File: config.mk
export PLATFORM = sky130hd
export DESIGN_NAME = cpu_subsys_apb_bridge
export DESIGN_NICKNAME = d
export VERILOG_FILES = /design/src/rtl/cpu_subsys_pkg.sv /design/src/rtl/cpu_subsys_apb_bridge.sv
export SDC_FILE = /design/constraint.sdc
export NUM_CORES = 1
export LEC_CHECK = 0
export BUFFER_PORTS_ARGS = -buffer_cell sky130_fd_sc_hd__clkbuf_2
export CORE_MARGIN = 2
export CORE_UTILIZATION = 35
export DETAILED_ROUTE_END_ITERATION = 6
export PLACE_DENSITY = 0.72
export SETUP_SLACK_MARGIN = 0.15
export SYNTH_ARGS = -nofsm -noshare
export SYNTH_HDL_FRONTEND = slang
export SYNTH_SLANG_ARGS = --single-unit
File: constraint.sdc
create_clock -name sys_clk -period 4.8 [get_ports sys_clk]
set_input_delay 0.48 -clock sys_clk [delete_from_list [all_inputs] [get_ports sys_clk]]
set_output_delay 0.48 -clock sys_clk [all_outputs]
set_load 0.005 [all_outputs]
File: src/rtl/cpu_subsys_pkg.sv
// Shared definitions for the CPU subsystem peripheral bridge: FSM states and
// the default read data returned on a failed APB access.
package cpu_subsys_pkg;

  typedef enum logic [1:0] {
    IDLE   = 2'd0,
    SETUP  = 2'd1,
    ACCESS = 2'd2,
    DONE   = 2'd3
  } bridge_state_e;

  localparam logic [31:0] DEFAULT_ERR_RDATA = 32'hDEAD_BEEF;

endpackage

File: src/rtl/cpu_subsys_apb_bridge.sv
// Single-outstanding bridge from the CPU peripheral port to an APB4 master.
// Every output is registered; slave errors and timeouts complete with ERR_RDATA.
module cpu_subsys_apb_bridge
  import cpu_subsys_pkg::*;
#(
  parameter int unsigned TIMEOUT_CYCLES = 256,
  parameter logic [31:0] ERR_RDATA      = DEFAULT_ERR_RDATA
) (
  input  logic        sys_clk,
  input  logic        rst,
  input  logic        periph_mem_valid,
  input  logic [30:0] periph_mem_addr,
  input  logic        periph_mem_write,
  input  logic [31:0] periph_mem_wdata,
  input  logic [3:0]  periph_mem_wstrb,
  output logic        periph_mem_ready,
  output logic [31:0] periph_mem_rdata,
  output logic        psel,
  output logic        penable,
  output logic        pwrite,
  output logic [30:0] paddr,
  output logic [31:0] pwdata,
  output logic [3:0]  pstrb,
  input  logic [31:0] prdata,
  input  logic        pready,
  input  logic        pslverr,
  output logic        bus_err,
  output logic        err_sticky,
  input  logic        err_clear
);

  localparam int unsigned CNT_W = $clog2(TIMEOUT_CYCLES + 1);
  localparam logic [CNT_W-1:0] LAST_CNT = CNT_W'(TIMEOUT_CYCLES - 1);

  bridge_state_e    state_q, state_d;
  logic [CNT_W-1:0] cnt_q, cnt_d;
  logic [31:0]      rdata_q, rdata_d;
  logic             err_d;
  logic             capture;

  logic [30:0] paddr_q;
  logic [31:0] pwdata_q;
  logic [3:0]  pstrb_q;
  logic        pwrite_q, psel_q, penable_q, ready_q, bus_err_q, err_sticky_q;

  always_comb begin
    // NOTE: every combinational output gets a default first so no path leaves it unassigned (no latch).
    state_d = state_q;
    cnt_d   = cnt_q;
    rdata_d = rdata_q;
    err_d   = 1'b0;
    capture = 1'b0;
    unique case (state_q)
      IDLE: begin
        if (periph_mem_valid) begin
          capture = 1'b1;
          state_d = SETUP;
        end
      end
      SETUP: begin
        state_d = ACCESS;
        cnt_d   = '0;
      end
      ACCESS: begin
        cnt_d = cnt_q + CNT_W'(1);
        if (pready) begin
          state_d = DONE;
          if (pslverr) begin
            rdata_d = ERR_RDATA;
            err_d   = 1'b1;
          end else if (pwrite_q) begin
            rdata_d = '0;
          end else begin
            rdata_d = prdata;
          end
        end else if (cnt_q == LAST_CNT) begin
          // cnt_q counts ACCESS cycles already finished, so this is the last one allowed.
          state_d = DONE;
          rdata_d = ERR_RDATA;
          err_d   = 1'b1;
        end
      end
      DONE:    state_d = IDLE;
      default: state_d = IDLE;
    endcase
  end

  always_ff @(posedge sys_clk) begin
    if (rst) begin
      state_q <= IDLE;
      cnt_q   <= '0;
    end else begin
      state_q <= state_d;
      cnt_q   <= cnt_d;
    end
  end

  // APB/upstream outputs are decoded from the next state so they line up with it.
  always_ff @(posedge sys_clk) begin
    if (rst) begin
      paddr_q      <= '0;
      pwdata_q     <= '0;
      pstrb_q      <= '0;
      pwrite_q     <= 1'b0;
      psel_q       <= 1'b0;
      penable_q    <= 1'b0;
      ready_q      <= 1'b0;
      rdata_q      <= '0;
      bus_err_q    <= 1'b0;
      err_sticky_q <= 1'b0;
    end else begin
      if (capture) begin
        paddr_q  <= periph_mem_addr;
        pwdata_q <= periph_mem_wdata;
        pwrite_q <= periph_mem_write;
        pstrb_q  <= periph_mem_write ? periph_mem_wstrb : 4'b0000;
      end
      psel_q    <= (state_d == SETUP) || (state_d == ACCESS);
      penable_q <= (state_d == ACCESS);
      ready_q   <= (state_d == DONE);
      rdata_q   <= rdata_d;
      bus_err_q <= err_d;
      if (err_d) begin
        err_sticky_q <= 1'b1;
      end else if (err_clear) begin
        err_sticky_q <= 1'b0;
      end
    end
  end

  assign paddr            = paddr_q;
  assign pwdata           = pwdata_q;
  assign pstrb            = pstrb_q;
  assign pwrite           = pwrite_q;
  assign psel             = psel_q;
  assign penable          = penable_q;
  assign periph_mem_ready = ready_q;
  assign periph_mem_rdata = rdata_q;
  assign bus_err          = bus_err_q;
  assign err_sticky       = err_sticky_q;

endmodule

### Word level (Yosys, flattened, before mapping)

Index checks and enable logic that the tools add are counted.

| storage, ports and cells | value |
|---|---|
| flip-flop bits (word level) | 116 |
| bits in latches | 0 |
| memory bits (writable) | 0 |
| ROM bits | 0 |
| input port bits | 106 |
| output and inout bits | 105 |
| word-level logic and storage cells | 44 |
| memories | 0 |

| cells by class | value |
|---|---|
| $add $sub $neg | 1 |
| multipliers | 0 |
| divide/modulo/power cells | 0 |
| $lt $le $gt $ge | 0 |
| eq/ne operators | 7 |
| shift-type cells | 0 |
| muxes and demuxes | 18 |
| bitwise gates (word level) | 0 |
| reductions and logical operators | 6 |

Operator list:

| kind | number |
|---|---|
| $mux W32 | 4 |
| $pmux W9 S2 | 1 |
| $add A9 B1 Y9 const B | 1 |
| $eq A9 B8 Y1 const B | 1 |
| $eq A2 B2 Y1 const B | 4 |
| $mux W1 | 8 |
| $pmux W2 S4 | 1 |
| $mux W2 | 3 |
| $reduce_bool A2 Y1 | 3 |
| $eq A2 B1 Y1 const B | 2 |
| $mux W4 | 1 |
| $logic_not A2 Y1 | 1 |
| $reduce_and A2 Y1 | 1 |
| $logic_or A1 B1 Y1 | 1 |

### Longest topological paths before layout

| depth | value |
|---|---|
| word-level depth | 6 |
| depth in mapped cells | 9 |
| mapped depth without buffers | 8 |

### Least setup slack after synthesis

OpenSTA, ideal clock, no wires.

| timing | value |
|---|---|
| kind | flip-flop to flip-flop |
| start | reg cnt_q[0] |
| end | reg psel_q (netlist: psel) |
| library setup time | 0.117 ns |
| arrival | 1.618 ns |
| data required time | 4.683 ns |
| path slack | 3.064 ns |
| stages on the path, launching flop included | 9 |
| path through | dfxtp_1 > ha_1 > nand3_1 > nor2_1 > ha_1 > nor4_1 > a211oi_1 > ha_1 > nor2b_1 |

| on the way | value |
|---|---|
| word-level cells in the longest chain between the ends | 6 |

RTL lines:

| item | RTL line | RTL |
|---|---|---|
| start: declaration | cpu_subsys_apb_bridge.sv:36 | `logic [CNT_W-1:0] cnt_q, cnt_d;` |
| start signal: assignment | cpu_subsys_apb_bridge.sv:94 | `cnt_q <= cnt_d;` |
| $eq A9 B8 Y1 (*) | cpu_subsys_apb_bridge.sv:76 | `end else if (cnt_q == LAST_CNT) begin` |
| $mux W2 (*) | cpu_subsys_apb_bridge.sv:76 |  |
| $mux W2 (*) | cpu_subsys_apb_bridge.sv:66 | `if (pready) begin` |
| $pmux W2 S4 (*) | cpu_subsys_apb_bridge.sv:53 | `unique case (state_q)` |
| $eq A2 B1 Y1 / $eq A2 B2 Y1 (equally long branches) | cpu_subsys_apb_bridge.sv:118 | `psel_q <= (state_d == SETUP) \|\| (state_d == ACCESS);` |
| $logic_or A1 B1 Y1 (*) | cpu_subsys_apb_bridge.sv:118 |  |
| end signal: assignment | cpu_subsys_apb_bridge.sv:118 |  |
| end: declaration | cpu_subsys_apb_bridge.sv:44 | `logic pwrite_q, psel_q, penable_q, ready_q, bus_err_q, err_sticky_q;` |

Every way passes the cells marked *; elsewhere a longest branch is shown, timed or not.
A chain may end at the register's enable or synchronous reset.

### Worst setup path in the final report

| timing | value |
|---|---|
| start | reg cnt_q[0] |
| end | reg rdata_q[4] (netlist: periph_mem_rdata[4]) |

| on the way | value |
|---|---|
| word-level cells in the longest chain between the ends | 3 |

RTL lines:

| item | RTL line | RTL |
|---|---|---|
| $eq A9 B8 Y1 | cpu_subsys_apb_bridge.sv:76 |  |
| $reduce_bool A2 Y1 (no line) | - |  |
| $reduce_and A2 Y1 (no line) | - |  |
| end signal: assignment | cpu_subsys_apb_bridge.sv:121 | `rdata_q <= rdata_d;` |
| end: declaration | cpu_subsys_apb_bridge.sv:37 | `logic [31:0] rdata_q, rdata_d;` |

No other way between the ends.

==> run_results.csv <==
group,metric,value,unit
pwr,seq_power_share,36.5,%
grt,grt_use_met3,5.64,%
clock_network,cts_max_level,4,
pwr,intPower,2.42,mW
placed_design,dp.cells,835,
pwr,vdd_drop_max,216,µV
grt,grt_antenna_before_repair,0,
grt,grt_pass1_vias,3698,
route,drt_wl_total,11000,µm
yosys,ys_seq_area_share,53.8,%
critical_path,critPathArrivalTime,2.46,ns
flow_run,cap_violations,0,
layout,diodes,0,
critical_path,r2r_end,"periph_mem_rdata[4]",
layout,syn2layout_area_growth,39.3,%
yosys,async_flop_share,0,%
layout,drive_gt1_share,34.4,%
clock_network,cts_made_buffers,17,
grt,grt_pass1_wl,17000,µm
placed_design,gp_congestion,0.764,
die,die_x,115,µm
layout,stdcell_area,6010,µm²
critical_path,cp-start-kind,"flop",
outcome,status,"complete, no violations",
yosys,synth_seq_cells,116,
pwr,clkPwrFrac,39.9,%
critical_path,cp.required,5.13,ns
critical_path,r2r-start,"cnt_q[0]",
grt,grt_max_degree,69,
layout,finalNetCount,819,
timing,max_slew.worst_pin.slew,0.976,ns
clock_network,cts-root-buf,"clkbuf_16",
clock_network,cts_setup_buffers,0,
critical_path,r2r_slack,2.67,ns
placed_design,io_buffers,210,
yosys,synth_fp_nets,624,
clock_network,cts.path.max_buffers,2,
clock_network,clkSlewWorstSetupHoldPaths,0.05,ns
route,drtIter0Drc,249,
clock_network,ctsHoldBuffers,0,
pwr,power.switching,985,µW
timing,finalCriticalPeriod,2.13,ns
grt,grt_usage,16.3,%
timing,finalHoldViolations,0,
layout,final_cells,867,
route,dr_total_vias,4053,
placed_design,place_area,5360,µm²
timing,setup_viol,0,
hold_path,hp-start,"periph_mem_wdata[10]",
grt,grt-busiest-layer,"met2",
die,fp.dieH,115,µm
yosys,synth-edff-count,0,
pwr,power,3.41,mW
timing,maxSlewHeadroom,34.8,%
grt,use_met1,19.2,%
yosys,avgSynthCellArea,8.42,µm²
yosys,synth_area,4310,µm²
layout,mostFrequentLayoutCells,"clkbuf_2, nand2_1, dfxtp_1, a21oi_1, nor2_1",
grt,overflow,0,
clock_network,clock_sinks,116,
yosys,ys_warn_count,0,
timing,fmax,0.470,GHz
placed_design,hpwl,7290,µm
clock_network,clk_latency,0.41,ns
pwr,p_sw_share,28.9,%
timing,clock_skew,0.0137,ns
timing,post-route-period-util,44.3,%
yosys,synth_cell_type_count,31,
route,wl_per_cell,12.7,µm
die,initial_core_util,35.9,%
critical_path,cp_max_fo,26,
yosys,synth_flop_cell,"dfxtp_1",
die,io_pins,211,
placed_design,dpl_worst_slack,2.67,ns
critical_path,endpoint_kind,"flop",
clock_network,post_cts_resized,0,
die,fp.coreArea,12000,µm²
route,vias_per_cell,4.67,
layout,final_common_cell,"clkbuf_2",
pwr,p_leak,2.78,nW
layout,post-route-util,50.0,%
critical_path,path_class,"flop to flop",
route,antenna_left,0,
grt,use_met2,26.7,%
pwr,powerDensity,567,nW/µm²
hold_path,hp-class,"input port to flop",
die,die-area,13200,µm²
yosys,syn_inst,512,
timing,holdWs,0.295,ns
timing,setup_tns,0,ns
route,drt_pass1_iterations,5,
clock_network,tritoncts,"done",
hold_path,hold_end,"pwdata[10]",
timing,rsz0062_at_grt,"no",
hold_path,whs_path_depth,3,
die,core.rowCount,40,
timing,setup_slack,2.67,ns
timing,slew_viol_final,0,
route,drc_errors,0,
pwr,combPwrFrac,23.6,%
critical_path,r2r_cells,7,
## routing by layer
layer  wire, µm  share of wire, %
met5          0                 0
met4        163               1.5
met3        821               7.5
met2       5130                47
met1       4870                44
## area by class of cell
| type | instances | area [µm²] |
|---|---|---|
| clock inverters | 8 | 144 |
| multi-input cells | 353 | 1760 |
| fillers | 1165 | 6010 |
| inverters | 6 | 22.5 |
| well taps | 147 | 184 |
| clock buffers | 24 | 502 |
| repair buffers | 213 | 1080 |
| flip-flops and latches | 116 | 2320 |
## cell families (layout without fill, tap and decap cells)
logic type,count (synthesis),count (layout),synth area share (%)
fa+ha+maj,6,6,1.74
compound gates,113,113,14.4
buf+inv,43,251,5.54
xor+xnor,3,3,0.609
simple gates,230,230,23.6
mux,1,1,0.261
flops,116,116,53.8
## synth_stat cells, types with 2 or more instances
cell type / count / area, µm²
a22oi_1: 6 / 45.0
nand3_1: 10 / 50.1
a21oi_1: 74 / 370
buf_1: 3 / 11.3
xor2_1: 3 / 26.3
ha_1: 6 / 75.1
nor2b_1: 10 / 62.6
buf_6: 7 / 78.8
o22ai_1: 26 / 163
and2_1: 4 / 25.0
dfxtp_1: 116 / 2320
buf_4: 2 / 15.0
clkbuf_1: 11 / 41.3
inv_1: 6 / 22.5
buf_2: 14 / 70.1
or3_1: 3 / 18.8
nand2_1: 139 / 522
nor2_1: 38 / 143
o21ai_0: 4 / 20.0
and2b_1: 17 / 128
nand4_1: 2 / 12.5
nor3_1: 2 / 10.0
## worst max-delay path, stage by stage, from the launching register on
cell and delay, ns:
dfxtp_1 0.37, ha_1 0.22, nand3_1 0.09, nor2_1 0.10, ha_1 0.21, o21a_1 0.73
nand3_1 0.15, a21oi_1 0.17
## state kept, by name (all words and copies together), names as in the netlist
name / cells
state_q: 2
pwrite: 1
psel: 1
periph_mem_rdata: 32
pwdata: 32
bus_err: 1
periph_mem_ready: 1
penable: 1
paddr: 31
pstrb: 4
cnt_q: 9
err_sticky: 1
## worst max path at each step
stage | startpoint | to | slack (ns) | cells after the start
after global placement | cnt_q[0] | periph_mem_rdata[20] | 2.72 | 7
after global routing | cnt_q[1] | periph_mem_rdata[4] | 2.39 | 7
after CTS | cnt_q[0] | periph_mem_rdata[4] | 2.65 | 7
after floorplan | cnt_q[0] | psel | 3.06 | 8
after detailed placement | cnt_q[0] | periph_mem_rdata[20] | 2.67 | 7
final | cnt_q[0] | periph_mem_rdata[4] | 2.67 | 7
## power groups by stage
stage / registers [mW] / clock network (mW) / logic, mW
finish: 1.24 / 1.36 / 0.806
global route: 1.26 / 1.43 / 0.910
CTS: 1.24 / 1.39 / 0.816
detailed placement: 1.26 / 0 / 0.811
global placement: 1.26 / 0 / 0.804
floorplan: 1.27 / 0 / 0.526
No activity file was read; power rests on OpenSTA's default activity.
